## src/rtl/alu_exec_unit.sv

```systemverilog
// alu_exec_unit
// Execute-stage ALU. Takes the 4-bit Operation code from the ALU controller
// and the two forwarded operands, computes the result, registers it, and hands
// it to the EX/MEM register over a valid/ready handshake.
//
// Shifts are iterative by default: one bit per cycle, with back-pressure on
// in_ready while a shift is running. Defining ALU_BARREL_SHIFT_EN replaces
// the iterative shifter with a single-cycle barrel shifter. The SHIFT state,
// accumulator and counter are then not built, and busy is tied low.
//
// Ports
//   clk        clock, all state on rising edge
//   reset      synchronous, active-high
//   flush      synchronous pipeline flush; discards any in-flight work
//   in_valid   Operation/SrcA/SrcB valid this cycle
//   in_ready   unit can accept this cycle
//   Operation  ALU operation code
//   SrcA       operand A (rs1 or PC)
//   SrcB       operand B (rs2 or immediate); SrcB[4:0] is the shift amount
//   out_valid  ALUResult valid
//   out_ready  EX/MEM consumes the result this cycle
//   ALUResult  registered result
//   busy       high while an iterative shift is in progress
module alu_exec_unit #(
   parameter int WIDTH = 32
) (
   input  logic             clk,
   input  logic             reset,
   input  logic             flush,
   input  logic             in_valid,
   output logic             in_ready,
   input  logic [3:0]       Operation,
   input  logic [WIDTH-1:0] SrcA,
   input  logic [WIDTH-1:0] SrcB,
   output logic             out_valid,
   input  logic             out_ready,
   output logic [WIDTH-1:0] ALUResult,
   output logic             busy
);

   localparam int SHW = $clog2(WIDTH);

   localparam logic [3:0] OP_AND = 4'b0000;
   localparam logic [3:0] OP_XOR = 4'b0001;
   localparam logic [3:0] OP_OR  = 4'b0010;
   localparam logic [3:0] OP_ADD = 4'b0011;
   localparam logic [3:0] OP_SUB = 4'b0100;
   localparam logic [3:0] OP_EQ  = 4'b0101;
   localparam logic [3:0] OP_NE  = 4'b0110;
   localparam logic [3:0] OP_LT  = 4'b0111;
   localparam logic [3:0] OP_GE  = 4'b1000;
   localparam logic [3:0] OP_SRL = 4'b1001;
   localparam logic [3:0] OP_SLL = 4'b1010;
   localparam logic [3:0] OP_SRA = 4'b1011;
   localparam logic [3:0] OP_LUI = 4'b1100;

   // Single-cycle result for every op. In the iterative build this is only
   // used for shifts when the shift amount is 0, so the shift ops simply
   // pass SrcA and no barrel shifter is inferred.
   function automatic logic [WIDTH-1:0] alu_fn(input logic [3:0]       op,
                                               input logic [WIDTH-1:0] a,
                                               input logic [WIDTH-1:0] b);
      logic signed [WIDTH-1:0] sa;
      logic signed [WIDTH-1:0] sb;
      logic [WIDTH-1:0]        r;
`ifdef ALU_BARREL_SHIFT_EN
      logic [SHW-1:0]          sh;
      sh = b[SHW-1:0];
`endif
      sa = a;
      sb = b;
      r  = '0;
      case (op)
         OP_AND: r = a & b;
         OP_XOR: r = a ^ b;
         OP_OR:  r = a | b;
         OP_ADD: r = a + b;
         OP_SUB: r = a - b;
         OP_EQ:  r = {{(WIDTH-1){1'b0}}, (a == b)};
         OP_NE:  r = {{(WIDTH-1){1'b0}}, (a != b)};
         OP_LT:  r = {{(WIDTH-1){1'b0}}, (sa < sb)};
         OP_GE:  r = {{(WIDTH-1){1'b0}}, (sa >= sb)};
`ifdef ALU_BARREL_SHIFT_EN
         OP_SRL: r = a >> sh;
         OP_SLL: r = a << sh;
         OP_SRA: r = $unsigned(sa >>> sh);
`else
         OP_SRL, OP_SLL, OP_SRA: r = a;
`endif
         OP_LUI: r = b;
         default: r = '0;
      endcase
      return r;
   endfunction

`ifndef ALU_BARREL_SHIFT_EN
   // One bit of shift for the iterative shifter; SRA replicates the sign bit.
   function automatic logic [WIDTH-1:0] shift_step(input logic [3:0]       op,
                                                   input logic [WIDTH-1:0] v);
      logic [WIDTH-1:0] r;
      case (op)
         OP_SRL:  r = {1'b0, v[WIDTH-1:1]};
         OP_SLL:  r = {v[WIDTH-2:0], 1'b0};
         OP_SRA:  r = {v[WIDTH-1], v[WIDTH-1:1]};
         default: r = v;
      endcase
      return r;
   endfunction
`endif

`ifdef ALU_BARREL_SHIFT_EN
   typedef enum logic {
      S_IDLE = 1'b0,
      S_DONE = 1'b1
   } state_t;
`else
   typedef enum logic [1:0] {
      S_IDLE  = 2'b00,
      S_SHIFT = 2'b01,
      S_DONE  = 2'b10
   } state_t;
`endif

   state_t           state_p1;
   state_t           state_d;
   logic [WIDTH-1:0] result_p1;
   logic             accept;

`ifndef ALU_BARREL_SHIFT_EN
   logic [WIDTH-1:0] acc_p1;
   logic [SHW-1:0]   cnt_p1;
   logic [3:0]       op_p1;
   logic             is_shift;
   logic             start_shift;
   logic [WIDTH-1:0] step_val;

   assign is_shift    = (Operation == OP_SRL) || (Operation == OP_SLL) ||
                        (Operation == OP_SRA);
   assign start_shift = is_shift && (SrcB[SHW-1:0] != '0);
   assign step_val    = shift_step(op_p1, acc_p1);
`endif

   // A new op can enter while the current result is being consumed, which is
   // what gives one-per-cycle throughput with out_ready held high.
   assign in_ready  = !flush && ((state_p1 == S_IDLE) ||
                                 ((state_p1 == S_DONE) && out_ready));
   assign accept    = in_valid && in_ready;
   assign out_valid = (state_p1 == S_DONE);
   assign ALUResult = result_p1;

`ifdef ALU_BARREL_SHIFT_EN
   assign busy = 1'b0;
`else
   assign busy = (state_p1 == S_SHIFT);
`endif

   // Next-state logic: flush > accept > shift progress / consume.
   always_comb begin
      state_d = state_p1;
      if (flush) begin
         state_d = S_IDLE;
      end else if (accept) begin
`ifdef ALU_BARREL_SHIFT_EN
         state_d = S_DONE;
`else
         state_d = start_shift ? S_SHIFT : S_DONE;
`endif
      end else begin
         case (state_p1)
`ifndef ALU_BARREL_SHIFT_EN
            S_SHIFT: if (cnt_p1 == SHW'(1)) state_d = S_DONE;
`endif
            S_DONE:  if (out_ready) state_d = S_IDLE;
            default: state_d = state_p1;
         endcase
      end
   end

   always_ff @(posedge clk) begin
      if (reset) state_p1 <= S_IDLE;
      else       state_p1 <= state_d;
   end

   // Result register (and the shifter accumulator when built). Flush leaves
   // the data alone; the state going to IDLE is what discards it.
   always_ff @(posedge clk) begin
      if (reset) begin
         result_p1 <= '0;
`ifndef ALU_BARREL_SHIFT_EN
         acc_p1    <= '0;
         cnt_p1    <= '0;
         op_p1     <= '0;
`endif
      end else if (!flush) begin
`ifdef ALU_BARREL_SHIFT_EN
         if (accept) result_p1 <= alu_fn(Operation, SrcA, SrcB);
`else
         if (accept) begin
            if (start_shift) begin
               acc_p1 <= SrcA;
               cnt_p1 <= SrcB[SHW-1:0];
               op_p1  <= Operation;
            end else begin
               result_p1 <= alu_fn(Operation, SrcA, SrcB);
            end
         end else if (state_p1 == S_SHIFT) begin
            acc_p1 <= step_val;
            cnt_p1 <= cnt_p1 - SHW'(1);
            if (cnt_p1 == SHW'(1)) result_p1 <= step_val;
         end
`endif
      end
   end

endmodule

```

## config.mk

```make
export PLATFORM = sky130hd
export DESIGN_NAME = alu_exec_unit
export DESIGN_NICKNAME = d
export VERILOG_FILES = /design/src/rtl/alu_exec_unit.sv
export SDC_FILE = /design/constraint.sdc
export NUM_CORES = 1
export LEC_CHECK = 0
export BUFFER_PORTS_ARGS = -buffer_cell sky130_fd_sc_hd__buf_2
export CAP_MARGIN = 10
export CORE_MARGIN = 2
export CORE_UTILIZATION = 50
export CTS_CLUSTER_DIAMETER = 150
export DETAILED_ROUTE_END_ITERATION = 8
export HOLD_SLACK_MARGIN = 0.02
export PLACE_DENSITY = 0.7
export SLEW_MARGIN = 40
export SYNTH_ARGS = -nofsm -noshare
export SYNTH_HDL_FRONTEND = slang
export SYNTH_SLANG_ARGS = --single-unit
```

## constraint.sdc

```tcl
create_clock -name clk -period 6.89 [get_ports clk]
set_input_delay 1.0335 -clock clk [delete_from_list [all_inputs] [get_ports clk]]
set_output_delay 1.0335 -clock clk [all_outputs]
set_load 0.02 [all_outputs]
```

# == Word-level counts from Yosys, hierarchy flattened ==
# Cells that the tools add are included.
# op_classes
addsub,3
n_mul,0
n_div,0
order_cmp,2
eq_ne,24
shifts,0
muxes,17
bitwise_logic,4
reduce_logical,20
# op_table
op,n
case mux 32 bit (11 select lines),1
two-way mux 32 bit,7
case mux 32 bit (3 select lines),1
adder 32 bit,1
AND 32 bit,1
== test 32 bit,1
"== test 4 bit, second input constant",8
greater-or-equal comparator 32 bit,1
less-than comparator 32 bit,1
!= test 32 bit,1
OR 32 bit,1
subtractor 32 bit,1
XOR 32 bit,1
"== test 4 x 3 -> 1 bit, second input constant",4
two-way mux 5 bit,3
AND reduction 3 bit,3
"== test 4 x 2 -> 1 bit, second input constant",2
two-way mux 2 bit,4
"!= test 3 x 1 -> 1 bit, second input constant",2
"== test 5 x 1 -> 1 bit, second input constant",1
nonzero test 5 bit,1
"subtractor 5 x 1 -> 5 bit, second input constant",1
"== test 4 x 1 -> 1 bit, second input constant",1
logical AND 1 bit,4
other kinds (15),18
# word_totals
reg_bits,75
latchBits,0
ram_bits,0
romBits,0
in_bits,73
output_inout_bits,35
memories,0

# == Longest topological paths before layout ==
# Gate-level depths: netlist of run 1.
# depth
depth_word,7
mapped_depth,13

# == Least setup slack after synthesis of run 1 ==
# Ideal clock, no wire load.
# synth_path
path_type,input to register
start,input SrcA[0]
end,"register result_p1[28], in the netlist ALUResult[28]"
setup_time_ns,0.120
arrival_ns,3.631
required_ns,6.770
setup_slack_ns,3.140
path_stages,13
n_path_buf,0
cell_sequence,inv_1 -> ha_1 -> inv_1 -> fa_1 -> nor2b_2 -> o311a_1 -> or4b_4 -> nand4b_2 -> a311oi_4 -> o21ai_4 -> a21oi_1 -> and3_1 -> o31a_1
# synth_via
elab_chain_len,4
elab_cells_between_ends,5
classes_between,add/sub (2); mux (3)
# synth_rtl
element,line_no,source
"start, declared",33,"input logic [WIDTH-1:0] SrcA,"
subtractor 32 bit / adder 32 bit (equally long branches),"78, 77",
case mux 32 bit (11 select lines) *,73,case (op)
two-way mux 32 bit *,199,if (start_shift) begin
two-way mux 32 bit *,198,if (accept) begin
"end signal, assigned",204,"result_p1 <= alu_fn(Operation, SrcA, SrcB);"
"end signal, assigned",209,if (cnt_p1 == SHW'(1)) result_p1 <= step_val;
"end, declared",126,logic [WIDTH-1:0] result_p1;
# Every way passes the cells marked *; elsewhere a longest branch is shown, timed or not. The select of a mux whose other input is x is not followed.
# A chain may end at the register's enable or synchronous reset.

# == Worst setup path in the final report of run 1 ==
# layout_path
start,input Operation[1]
end,"register result_p1[29], in the netlist ALUResult[29]"
# layout_via
elab_chain_len,6
elab_cells_between_ends,22
classes_between,eq/ne (13); mux (3); reduce/logical (6)
# layout_rtl
element,line_no,source
"start, declared",32,"input logic [3:0] Operation,"
branches (longest 6 deep; another with case mux 32 bit (11 select lines)),--,
# Several ways; the timed one is not identified. The select of a mux whose other input is x is not followed.

==> results of run 1 <==
## synth_stat cells (32+ instances only)
library cell / count / share of area [%]
a211oi_1: 47 / 3.6
nor3_1: 79 / 4.1
a21oi_1: 137 / 7.0
ha_1: 103 / 13
nand2_1: 93 / 3.6
nor2_1: 194 / 7.5
o22ai_1: 32 / 2.1
o21ai_0: 98 / 5.0
inv_1: 104 / 4.0
dfxtp_1: 75 / 15
clkbuf_1: 84 / 3.2
## worst reg2reg max path, delay by kind of cell, from the launching register on
family	cells	cell delay, ns
compound gates	5	1.25
simple gates	3	0.99
buf+inv	2	0.87
flops	1	0.31
## metal layers
layer / up-vias / track usage [%] / part of all wire (%)
li1: 5336 / - / -
met1: 5421 / 51.94 / 44
met4: 0 / 10.27 / 2.8
met5: - / 0 / 0
met2: 625 / 54.59 / 43
met3: 89 / 7.264 / 11
## per-stage QoR
| step | setup WS (ns) | utilization [%] | hold WS (ns) | instances |
|---|---|---|---|---|
| final | 2.596 | 55.30 | 0.4756 | 1741 |
| after floorplan | 3.140 | - | 0.4450 | 1444 |
| after global routing | 2.478 | 55.30 | 0.5026 | 1741 |
| after global placement | 2.076 | 53.75 | 0.4619 | 1727 |
| after CTS | 2.719 | 55.27 | 0.4744 | 1741 |
| after detailed placement | 2.379 | 53.81 | 0.4666 | 1727 |
## cell type report
class,count,area (µm²)
clock buffers,9,225.2
multi-input cells,1155,7462
clock inverters,5,56.30
repair buffers,126,681.9
inverters,106,397.9
fillers,1947,8615
well taps,265,331.6
flip-flops and latches,75,1501
## worst paths after layout
check,start,to,slack (ns),cells past startpoint
worst min register to register,cnt_p1[1]$_SDFFE_PP0P_,cnt_p1[1]$_SDFFE_PP0P_,0.48,2
worst max-delay path,Operation[1],ALUResult[29]$_SDFFE_PP0P_,2.60,10
worst min-delay path,cnt_p1[1]$_SDFFE_PP0P_,cnt_p1[1]$_SDFFE_PP0P_,0.48,2
worst max register to register,op_p1[0]$_SDFFE_PP0P_,ALUResult[17]$_SDFFE_PP0P_,3.40,10
## state kept, by name, indices dropped and copies added (netlist names)
name	cells
ALUResult	32
acc_p1	32
cnt_p1	5
op_p1	4
state_p1	2
## cells by family after synthesis
| logic type | count (synthesis) | share of synthesized area (%) |
|---|---|---|
| compound gates | 524 | 35.69 |
| flops | 75 | 15.42 |
| simple gates | 489 | 23.02 |
| fa+ha+maj | 105 | 13.65 |
| xor+xnor | 11 | 0.9896 |
| buf+inv | 214 | 8.508 |
| mux | 26 | 2.725 |
## power groups by stage
stage	registers, mW	clock network (mW)	logic (mW)
after CTS	0.462	0.466	0.600
after floorplan	0.479	0	0.403
after detailed placement	0.472	0	0.596
final	0.463	0.466	0.620
after global routing	0.464	0.483	0.671
after global placement	0.471	0	0.594
==> flow_summary.toml, run 1 <==
[sta]
final-setup-viol-count = 0
finalSetupTns_ns = 0
finalMaxSlewViolations = 0
fin_crit_sh_pct = 62.32
period_needed_ns = 4.294
fmax_ghz = 0.2329
clock_skew_ns = 0.009572
worst_slew_pin_slew_ns = 0.9659
finalHoldViolCount = 0
slew_headroom_pct = 35.37
grt_setup_unrepaired = "no"

[yosys]
syn_inst = 1444
synth_cell_types = 74
syn_nets = 1622
ys_ff_latch = 75
netlist_area_mm2 = 0.009736
yosysWarnings = 0
avgSynthCellArea_um2 = 6.742
synthArstFlopShare_pct = 0
synthFlopType = "dfxtp_1"
seq_area_frac_synth_pct = 15.42
synth-edff-count = 0

[floorplan]
die_w_um = 143.5
ios = 108
rows = 51
core-area_mm2 = 0.01927
die_h_um = 143.5
start_util_pct = 50.52
die_area_mm2 = 0.02060

[global_routing]
grt_pass1_vias = 10470
grt.overflow.total = 0
grt_start_max_net_pins = 79
grt_pass1_wl_um = 58610
grt_antenna_before_repair = 0
grt.total_usage_pct = 36.15

[final_layout]
fin_area_mm2 = 0.01066
antenna_cells = 0
layout_common_cells = "nor2_1, a21oi_1, buf_2"
mostFrequentLayoutCell = "nor2_1"
final_nets = 1651
syn_to_final_growth_pct = 9.459
layout-drive-gt1-share_pct = 11.99

[route]
vias = 11470
drc = 0
first_iter_violations = 1215
firstDrtPassIters = 6
wl_per_cell_um = 21.65
final_antenna_net_count = 0
wirelength_um = 37690
via_per_inst = 6.589

[clock_tree]
cts.repair.resized = 0
cts_buffer_depth = 2
cts_tree = "done"
holdBufCountCts = 0
clk_pin_slew_worst_paths_ns = 0.06
clockRootBuffer = "clkbuf_16"
clock_sinks = 75
cts_max_level = 3
postCtsSetupRepairBufs = 0
insertion_delay_ns = 0.34
numCtsBuffers = 9

[power]
switching_share_pct = 39.70
p_int_mw = 0.9338
ir_drop_v = 0.0001207
p_sw_mw = 0.6149
p_total_mw = 1.549
leakage_nw = 4.470
p_per_area_mw_per_mm2 = 145.3
combinationalPowerShare_pct = 40.0
pwr-share-clk_pct = 30.1
pwr-share-seq_pct = 29.9

[critical_path]
crit_arrival_ns = 4.49
crit_family = "simple AND/OR/NAND/NOR gates"
crit_path_top_delay_cell = "or3_1"
critPathKind = "input port to register"
start_kind = "input port"
crit_buf_inv = 1
endpoint_kind = "register"
crit_required_ns = 7.09
path_cells = "buf_2 > nor2_4 > nor2_1 > o21ai_0 > nand2_1 > o21a_2 > or3_1 > nor3_1 > mux2i_1 > o211ai_1"
path_max_fanout = 28
cp_slowest_stage_delay_ns = 0.64

[placement]
dpl.hpwl_um = 27550
port_buffers = 107
place.gp.congestion = 0.9770
place_area_mm2 = 0.01037

[outcome]
status = "completed"

[run]
drv_cap = 0

[hold_path]
hold_class = "register to register"
(Power assumes the default switching activity.)
==> run 2, diff against run 1 <==
--- a/config.mk
+++ b/config.mk
@@ -5,6 +5,7 @@
 export SDC_FILE = /design/constraint.sdc
 export NUM_CORES = 1
 export LEC_CHECK = 0
+export ABC_AREA = 1
 export BUFFER_PORTS_ARGS = -buffer_cell sky130_fd_sc_hd__buf_2
 export CAP_MARGIN = 10
 export CORE_MARGIN = 2
==> constraint.sdc (replaced) <==
create_clock -name clk -period 4.29 [get_ports clk]
set_input_delay 0.6435 -clock clk [delete_from_list [all_inputs] [get_ports clk]]
set_output_delay 0.6435 -clock clk [all_outputs]
set_load 0.02 [all_outputs]
==> flow_summary.toml, run 2 <==
[outcome]
status = "completed"

[final_layout]
utilization_pct = 56.04
syn_to_final_growth_pct = 10.04
layout-drive-gt1-share_pct = 8.426
final_nets = 1966
mostFrequentLayoutCell = "nand2_1"
layout_common_cells = "nand2_1, inv_1, a21oi_1"

[route]
via_per_inst = 5.985
vias = 12320
firstDrtPassIters = 6
drc = 0
first_iter_violations = 1218
wl_per_cell_um = 20.00
wirelength_um = 41180
final_antenna_net_count = 0

[clock_tree]
cts.repair.resized = 0
numCtsBuffers = 9
insertion_delay_ns = 0.34
cts_max_level = 3
cts_tree = "done"
cts_buffer_depth = 2
clk_pin_slew_worst_paths_ns = 0.06
holdBufCountCts = 0
clockRootBuffer = "clkbuf_16"
postCtsSetupRepairBufs = 0
clock_sinks = 75

[sta]
finalMaxSlewViolations = 0
grt_setup_unrepaired = "no"
slew_headroom_pct = 39.83
clock_skew_ns = 0.004011
finalHoldViolCount = 0
final-setup-viol-count = 0
finalSetupTns_ns = 0
fin_crit_sh_pct = 73.76
period_needed_ns = 3.164
worst_slew_pin_slew_ns = 0.8971
fmax_ghz = 0.3160

[yosys]
yosysMostFrequentCell = "nand2_1"
synthArstFlopShare_pct = 0
synthFlopType = "dfxtp_1"
ys_ff_latch = 75
yosys-top-cells-count = "nand2_1, inv_1, a21oi_1, nor2_1, nand3_1"
syn_nets = 1902
netlist_area_mm2 = 0.009879
yosysTopAreaCellShare_pct = 16.15
synth-edff-count = 0
synth.largest_area_cell = "nand2_1"
syn_inst = 1724
yosysWarnings = 0
synth_cell_types = 37
seq_area_frac_synth_pct = 15.20
avgSynthCellArea_um2 = 5.731
synth_area_leaders = "nand2_1, dfxtp_1, ha_1"

[floorplan]
core-area_mm2 = 0.01940
die_h_um = 144.6
die_w_um = 144.6
die_area_mm2 = 0.02090
rows = 51
start_util_pct = 50.93
ios = 108

[global_routing]
grt.total_usage_pct = 39.01
grt_start_max_net_pins = 81
grt_pass1_vias = 11150
grt_antenna_before_repair = 1
grt_pass1_wl_um = 62000
grt.overflow.total = 0

[hold_path]
whs_path_depth = 2
min-delay-start = "op_p1[2]$_SDFFE_PP0P_"
hold_class = "register to register"

[critical_path]
crit_path_start = "state_p1[0]$_SDFFE_PP0P_"
r2r_cells = 12
crit_arrival_ns = 3.41
start_kind = "register"
path_max_fanout = 34
reg2reg_from = "state_p1[0]$_SDFFE_PP0P_"
crit_required_ns = 4.53
critPathKind = "register to register"
endpoint_kind = "register"

[power]
leakage_nw = 5.572
p_per_area_mw_per_mm2 = 245.1
ir_drop_v = 0.0002417

[placement]
port_buffers = 107
dpl.hpwl_um = 31980
place.gp.congestion = 1.034

[run]
drv_cap = 0
-- run 2: cell count changes after synthesis, moves of 26 or more --
cell | before | now
nand2_1 | 93 | 425
inv_1 | 104 | 284
nand3_1 | 30 | 127
nor3_1 | 79 | 16
nor2_1 | 194 | 139
clkbuf_1 | 84 | 31
and3_1 | 27 | 0
o211ai_1 | 30 | 3
a211oi_1 | 47 | 21
o21ai_1 | 1 | 27
-- run 2: per-stage QoR --
stage	hold WS, ns	cells	power, mW	setup slack, ns	cell area (µm²)
after global placement	0.4264	2042	1.874	1.161	10570
after detailed placement	0.4402	2042	1.876	1.130	10570
after floorplan	0.4185	1724	1.511	1.892	9879
after global routing	0.4976	2057	2.807	0.7684	10870
after CTS	0.4502	2057	2.633	1.168	10860
final	0.4484	2059	2.664	1.126	10870
-- run 2: final timing paths --
kind | end | slack (ns)
hold / removal | op_p1[2]$_SDFFE_PP0P_ | 0.45
setup / recovery | acc_p1[11]$_SDFFE_PP0P_ | 1.13
hold reg to reg | op_p1[2]$_SDFFE_PP0P_ | 0.45
setup reg to reg | acc_p1[11]$_SDFFE_PP0P_ | 1.13
-- run 2: where the power goes --
| part | total, mW | leakage [nW] | switching, mW | internal [mW] |
|---|---|---|---|---|
| Sequential | 0.777 | 0.615 | 0.0295 | 0.747 |
| Clock | 0.761 | 0.148 | 0.300 | 0.461 |
| Combinational | 1.13 | 4.81 | 0.796 | 0.330 |
-- run 2: logic make-up (layout without fill, tap and decap cells) --
group | count (synthesis) | in the layout | share of synthesized area [%]
and+or+nand+nor | 732 | 732 | 30.28
AOI/OAI and AO/OA | 449 | 449 | 26.72
buffers and inverters | 359 | 427 | 13.99
adders and majority gates | 105 | 105 | 13.45
DFF | 75 | 75 | 15.20
xor gates and xnor gates | 4 | 4 | 0.3547
other | 0 | 2 | 0
-- run 2: final cells by class --
cell class,count,area (µm²)
fillers,2105,8527
well taps,265,331.6
repair buffers,120,649.4
diodes,2,5.005
flip-flops and latches,75,1501
inverters,292,1096
clock inverters,5,53.80
clock buffers,10,239.0
multi-input cells,1290,6995
-- run 2: per-layer routing --
layer,up-vias,wire [µm],global-route usage [%]
met5,-,0,0
li1,5859,-,-
met4,0,2853,24.58
met1,5629,16500,48.81
met3,143,3373,4.967
met2,693,18450,63.43
-- run 2: critical path: stages, from the launching register on --
cell,delay [ns]
dfxtp_1,0.38
inv_1,0.09
ha_1,0.25
nand2_1,0.07
inv_1,0.03
o21ai_1,0.13
inv_2,0.05
nand2_2,0.45
o21ai_0,0.22
nand2_2,0.58
buf_4,0.43
a21oi_1,0.08
a221oi_1,0.29
